[config.mk]
export PLATFORM = sky130hd
export DESIGN_NAME = multiplier_arbiter
export DESIGN_NICKNAME = d
export VERILOG_FILES = /design/src/rtl/multiplier_arbiter_pkg.sv /design/src/rtl/Multiplier.sv /design/src/rtl/mul_rr_grant.sv /design/src/rtl/multiplier_arbiter.sv
export SDC_FILE = /design/constraint.sdc
export NUM_CORES = 1
export LEC_CHECK = 0
export BUFFER_PORTS_ARGS = -buffer_cell sky130_fd_sc_hd__buf_2
export CORE_MARGIN = 3
export CORE_UTILIZATION = 30
export CTS_CLUSTER_DIAMETER = 30
export DETAILED_ROUTE_END_ITERATION = 10
export GPL_TIMING_DRIVEN = 0
export SLEW_MARGIN = 10
export SYNTH_ARGS = -nofsm -noshare
export SYNTH_HDL_FRONTEND = slang
export SYNTH_SLANG_ARGS = --single-unit
[constraint.sdc]
create_clock -name clk -period 4.6 [get_ports clk]
set_input_delay 0.69 -clock clk [delete_from_list [all_inputs] [get_ports clk]]
set_output_delay 0.69 -clock clk [all_outputs]
set_load 0.02 [all_outputs]
[src/rtl/multiplier_arbiter_pkg.sv]
// Shared definitions for the multiplier sequencing/sharing controller:
// FSM state encoding, requester count and counter width.
package multiplier_arbiter_pkg;

  typedef enum logic [1:0] {
    MUL_IDLE = 2'd0,
    MUL_BUSY = 2'd1,
    MUL_DONE = 2'd2
  } mul_state_e;

  localparam int MUL_NREQ  = 2;
  localparam int MUL_CNT_W = 4;

endpackage

[src/rtl/Multiplier.sv]
// Combinational unsigned array multiplier; the product is exact (2*width bits).
module Multiplier #(
  parameter int width = 8
) (
  input  logic [width-1:0]   m,
  input  logic [width-1:0]   q,
  output logic [2*width-1:0] p
);

  // Assignment context widens both operands before the multiply.
  assign p = m * q;

endmodule

[src/rtl/mul_rr_grant.sv]
// Two-input round-robin grant: a lone requester always wins, and a tie goes
// to the requester named by the pointer. Purely combinational.
module mul_rr_grant (
  input  logic [1:0] valid,
  input  logic       ptr,
  output logic [1:0] grant
);

  always_comb begin
    grant = valid;
    if (valid == 2'b11) begin
      grant = ptr ? 2'b10 : 2'b01;
    end
  end

endmodule

[src/rtl/multiplier_arbiter.sv]
// Arbitrates two requesters onto one Multiplier, holds the registered operands
// for LATENCY cycles (multicycle path) and returns the tagged product.
module multiplier_arbiter
  import multiplier_arbiter_pkg::*;
#(
  parameter int width   = 8,
  parameter int LATENCY = 2   // legal range 1..15
) (
  input  logic                      clk,
  input  logic                      rst_n,
  input  logic [MUL_NREQ-1:0]       req_valid,
  output logic [MUL_NREQ-1:0]       req_ready,
  input  logic [MUL_NREQ*width-1:0] req_m,
  input  logic [MUL_NREQ*width-1:0] req_q,
  output logic                      rsp_valid,
  input  logic                      rsp_ready,
  output logic                      rsp_id,
  output logic [2*width-1:0]        rsp_product,
  output logic                      busy,
  output mul_state_e                dbg_state
);

  localparam logic [MUL_CNT_W-1:0] cnt_load = MUL_CNT_W'(LATENCY - 1);
  localparam logic [MUL_CNT_W-1:0] cnt_one  = MUL_CNT_W'(1);

  // Handshake: a transfer happens on an edge where valid and ready are both
  // high on the same channel; ready never depends on the opposite channel.
  mul_state_e             state, state_nxt;
  logic                   ptr;
  logic [MUL_CNT_W-1:0]   cnt;
  logic [width-1:0]       m_r, q_r;
  logic                   id_r;
  logic [MUL_NREQ-1:0]    grant;
  logic                   accept;
  logic                   acc_id;
  logic [2*width-1:0]     mul_p;

  mul_rr_grant u_grant (
    .valid (req_valid),
    .ptr   (ptr),
    .grant (grant)
  );

  Multiplier #(.width(width)) u_mul (
    .m (m_r),
    .q (q_r),
    .p (mul_p)
  );

  // rst_n gates ready so nothing is offered while reset is held.
  assign req_ready = (state == MUL_IDLE && rst_n) ? grant : '0;
  assign accept    = |(req_valid & req_ready);
  assign acc_id    = req_ready[1];
  assign rsp_valid = (state == MUL_DONE);
  assign busy      = (state != MUL_IDLE);
  assign dbg_state = state;

  always_comb begin
    state_nxt = state;
    case (state)
      MUL_IDLE: if (accept)         state_nxt = MUL_BUSY;
      MUL_BUSY: if (cnt == '0)      state_nxt = MUL_DONE;
      MUL_DONE: if (rsp_ready)      state_nxt = MUL_IDLE;
      default:                      state_nxt = MUL_IDLE;
    endcase
  end

  always_ff @(posedge clk or negedge rst_n) begin
    if (!rst_n) begin
      state <= MUL_IDLE;
    end else begin
      state <= state_nxt;
    end
  end

  always_ff @(posedge clk or negedge rst_n) begin
    if (!rst_n) begin
      ptr         <= 1'b0;
      cnt         <= '0;
      m_r         <= '0;
      q_r         <= '0;
      id_r        <= 1'b0;
      rsp_product <= '0;
      rsp_id      <= 1'b0;
    end else begin
      if (state == MUL_IDLE && accept) begin
        m_r  <= acc_id ? req_m[2*width-1:width] : req_m[width-1:0];
        q_r  <= acc_id ? req_q[2*width-1:width] : req_q[width-1:0];
        id_r <= acc_id;
        ptr  <= ~acc_id;
        cnt  <= cnt_load;
      end
      // The product is sampled only once the operands have been static for
      // LATENCY cycles; m_r/q_r do not move until the next acceptance.
      if (state == MUL_BUSY) begin
        if (cnt == '0) begin
          rsp_product <= mul_p;
          rsp_id      <= id_r;
        end else begin
          cnt <= cnt - cnt_one;
        end
      end
    end
  end

endmodule

# After elaboration in Yosys (flattened, before gate mapping)
# Index checks and enable logic that the tools add are counted.
# word_totals
ff_bits	41
out_inout_bits	23
elab_cells	38
# op_classes
add_sub_neg	1
mul	1
n_eq_ne	6
n_mux	12
bitwise	2
n_reduce_logical	8
# op_table
operator	count
$mul A8 B8 Y16	1
$mux W8	2
$mux W2	6
$mux W4	3
$pmux W2 S3	1
$eq A2 B2 Y1 const B	2
$logic_not A4 Y1	1
$ne A2 B1 Y1 const B	2
$sub A4 B1 Y4 const B	1
$reduce_and A3 Y1	1
$and A2 B2 Y2	1
$eq A2 B1 Y1 const B	1
$logic_and A1 B1 Y1	2
$logic_not A2 Y1	1
$ne A2 B2 Y1 const B	1
$reduce_and A2 Y1	1
$reduce_bool A2 Y1	1
$reduce_or A2 Y1	1
$not A1 Y1	1

# Longest topological paths before layout
# logic_depth
depth_word	9
depth_mapped	15

# Cells and area by module
# A second synthesis with hierarchy kept.
# hier_totals
cells_unflattened	387
area_unflattened_um2	3946.3
# modules_own_cells
module	n_inst	cells_each	area_each_um2	seq_area_each_um2
Multiplier	1	243	2107.0	0.0
multiplier_arbiter	1	141	1820.5	1026.0
mul_rr_grant	1	3	18.8	0.0

# Least setup slack after synthesis
# Ideal clock, no wire load.
# synth_timing
path_kind	reg2reg
start	register m_r[1]
end	register rsp_product[13]
setup_ns	0.069
arrival_time_ns	3.971
path_slack_ns	0.560
path_stages_with_launch	14
n_path_buf	0
period_less_slack_ns	4.040
cell_sequence	dfrtp_1 and2_1 fa_1 fa_1 fa_1 inv_1 fa_1 inv_1 ha_1 o211ai_1 a21oi_1 o21ai_0 or4_1 nand3_1
# synth_between
elab_chain_len	1
# synth_rtl
item	line	text
start: declaration	multiplier_arbiter.sv:31	logic [width-1:0] m_r, q_r;
start signal: assignment	multiplier_arbiter.sv:87	m_r <= acc_id ? req_m[2*width-1:width] : req_m[width-1:0];
$mul A8 B8 Y16	Multiplier.sv:11	assign p = m * q;
end signal: assignment	multiplier_arbiter.sv:97	rsp_product <= mul_p;
end: declaration	multiplier_arbiter.sv:18	output logic [2*width-1:0] rsp_product,
# No other way between the ends.
# A chain may end at the register's enable or synchronous reset.

# Worst setup path after layout
# layout_timing
start	register m_r[2]
end	register rsp_product[12]
# The elaborated chain is that of the path after synthesis.

==> metrics.txt <==
YS warnings 0; clock root cell clkbuf_16; number of synthesized flops with an enable pin 0; Final Skew 0.00490 ns; area share of the largest cell type after synthesis 0.271; Clock Path Buffers 2; hold crit path type reg -> reg; DR pass1 iterations 5; unrepaired setup endpoints after global routing false; # setup viols final 0; Seq cells post-synth 41; drt drc 0; worst slew pin tran between 0.9 and 1 ns; Fillers ~1300; Final nets roughly 590; Unique masters post-synth 38; Crit Path Max Fanout 9; gpl congestion 0.801; final hold viol count 0; fraction of layout cells with a size suffix above 1 0.172; H-tree depth 2; first-pass GRT wire length approximately 14000 um; drt wl/cell ~13 um; final wirelength approximately 8300 um; Die Y approximately 120 um; Register Area around 0.0010 mm2; Worst-path clk slew 0.07 ns; fraction of registers with async set/reset 1.00; largest net degree at the start of global routing 43; area leader, netlist dfrtp_1; via count 2984; setup TNS 0 ns; Clock Latency Late Sink around 0.29 ns; max cap viols 0; hold_ws roughly 0.47 ns; TritonCTS Buffers 5; Sink Count between 40 and 50; Overflow after GRT 0; ANT nets after route 0; setup bufs post-CTS 0; Die Width 118 um; Top FF cell, synth dfrtp_1; normalized max-slew margin 0.374; Syn Inst Count between 400 and 500; Initial Utilization 0.311; critical path class reg -> reg; post-synthesis sequential area ratio 0.271; IO Count 60; I/O Buffers 59; Area growth, synth to finish 17.3%; synth top area cells dfrtp_1, fa_1, ha_1, and2_1, nand2_1; endpoint type of the worst setup path flop; max-slew violations 0; vias in the first global route a little under 3000; status completed; Multi-input gate area 0.00251 mm2; Total GRT Usage 0.120; initial antenna violation count 0; Synth Net Count 521; Avg Cell Area, Syn around 9.2 um2; post-synth design cell area between 0.003 and 0.004 mm2; DRT iter0 DRCs roughly 130; fin crit share 0.948; Crit path required time approximately 4.8 ns; area of the core roughly 0.012 mm2; WP data arrival ~4.5 ns; HPWL after DPL roughly 6600 um; Die Area 0.0140 mm2; CTS tree built; f_max roughly 230 MHz; Diodes inserted 0; crit path time final roughly 4.4 ns; final cell count without fillers 646; Placed Cells roughly 640; num rows 40; vias per std cell 4.62; startpoint type of the worst setup path flop
[what timing repair did]
item,in CTS,in global routing
gates resized for setup,0,5
setup endpoints to repair,0,1
hold buffers,0,0
[placed cells by master (no fill, tap or decap), drive strengths merged, types with 3 or more instances in the layout]
cell type  count
dfrtp         41
xor2           7
ha            37
clkbuf        10
a21oi         13
o211ai         3
fa            36
buf           64
a22oi         14
and3           3
nand2b         7
a21o           5
inv           52
nand3          4
and2          51
o21ai         25
mux2i          4
nand2         76
[cells by family after synthesis]
family | share of synthesized area
XOR/XNOR | 0.0208
buffers and inverters | 0.0662
flip-flops | 0.271
multiplexers | 0.0136
AND/OR/NAND/NOR | 0.209
adder cells (fa/ha/maj) | 0.313
AO/OA/AOI/OAI | 0.106
[sequential cells by signal (all words and copies together) (netlist names)]
name	cells
rsp_product	16
m_r	8
q_r	8
cnt	4
dbg_state	2
id_r	1
ptr	1
rsp_id	1
[routing by layer]
layer  GRT usage  vias up  share of wire
li1            -     1465              -
met5           0        -              0
met3      0.0201        5          0.027
met4      0.0176        0         0.0057
met1       0.160     1472           0.46
met2       0.211       42           0.51
[Yosys cell counts, drive strengths merged, types with 3 or more instances]
cell and instances:
inv 52, o211ai 3, a21o 5, xor2 7, and3 3, buf 5, dfrtp 41, and2 51
clkbuf 5, nand2 76, nand2b 7, o21ai 25, a21oi 13, mux2i 4, nand3 4, a22oi 14
ha 37, fa 36
[area by class of cell]
class,instances,area share
multi-input combinational,308,0.565
tap,168,0.0474
buffer,10,0.0124
sequential,41,0.232
timing repair buffer,59,0.0666
clock buffer,5,0.0282
clock inverter,3,0.00395
inverter,52,0.0440
[critical path, stage by stage (launching register included)]
cell	delay, ns
dfrtp_1	0.48
and2_1	0.22
fa_1	0.52
fa_1	0.52
fa_1	0.54
inv_1	0.05
fa_1	0.52
inv_1	0.04
ha_1	0.34
a21oi_1	0.23
o211ai_1	0.23
a31oi_1	0.26
xor2_1	0.16
o21ai_0	0.09
[metrics by stage]
stage / utilization / worst slack, ns / instance area, um2
3_3_place_gp: 0.353 / 0.221 / 4290
5_1_grt: 0.365 / 0.0428 / 4440
6_report: 0.365 / 0.241 / 4440
2_1_floorplan: - / 0.560 / 3780
3_5_place_dp: 0.353 / 0.186 / 4290
4_1_cts: 0.364 / 0.153 / 4430
[worst paths after layout]
| path | from | to | slack, ns | depth (start not counted) |
|---|---|---|---|---|
| setup / recovery | m_r[2] | rsp_product[12] | 0.24 | 13 |
| hold / removal | rsp_product[2] | rsp_product[2] | 0.47 | 2 |
| setup reg to reg | m_r[2] | rsp_product[12] | 0.24 | 13 |
| hold reg to reg | rsp_product[2] | rsp_product[2] | 0.47 | 2 |
| max in group asynchronous | rst_n | q_r[7] | 3.41 | 1 |
| min in group asynchronous | rst_n | ptr | 0.55 | 1 |
Power is not shown: default switching activity piles up to over one toggle a cycle in this logic, so the estimate is an artifact.
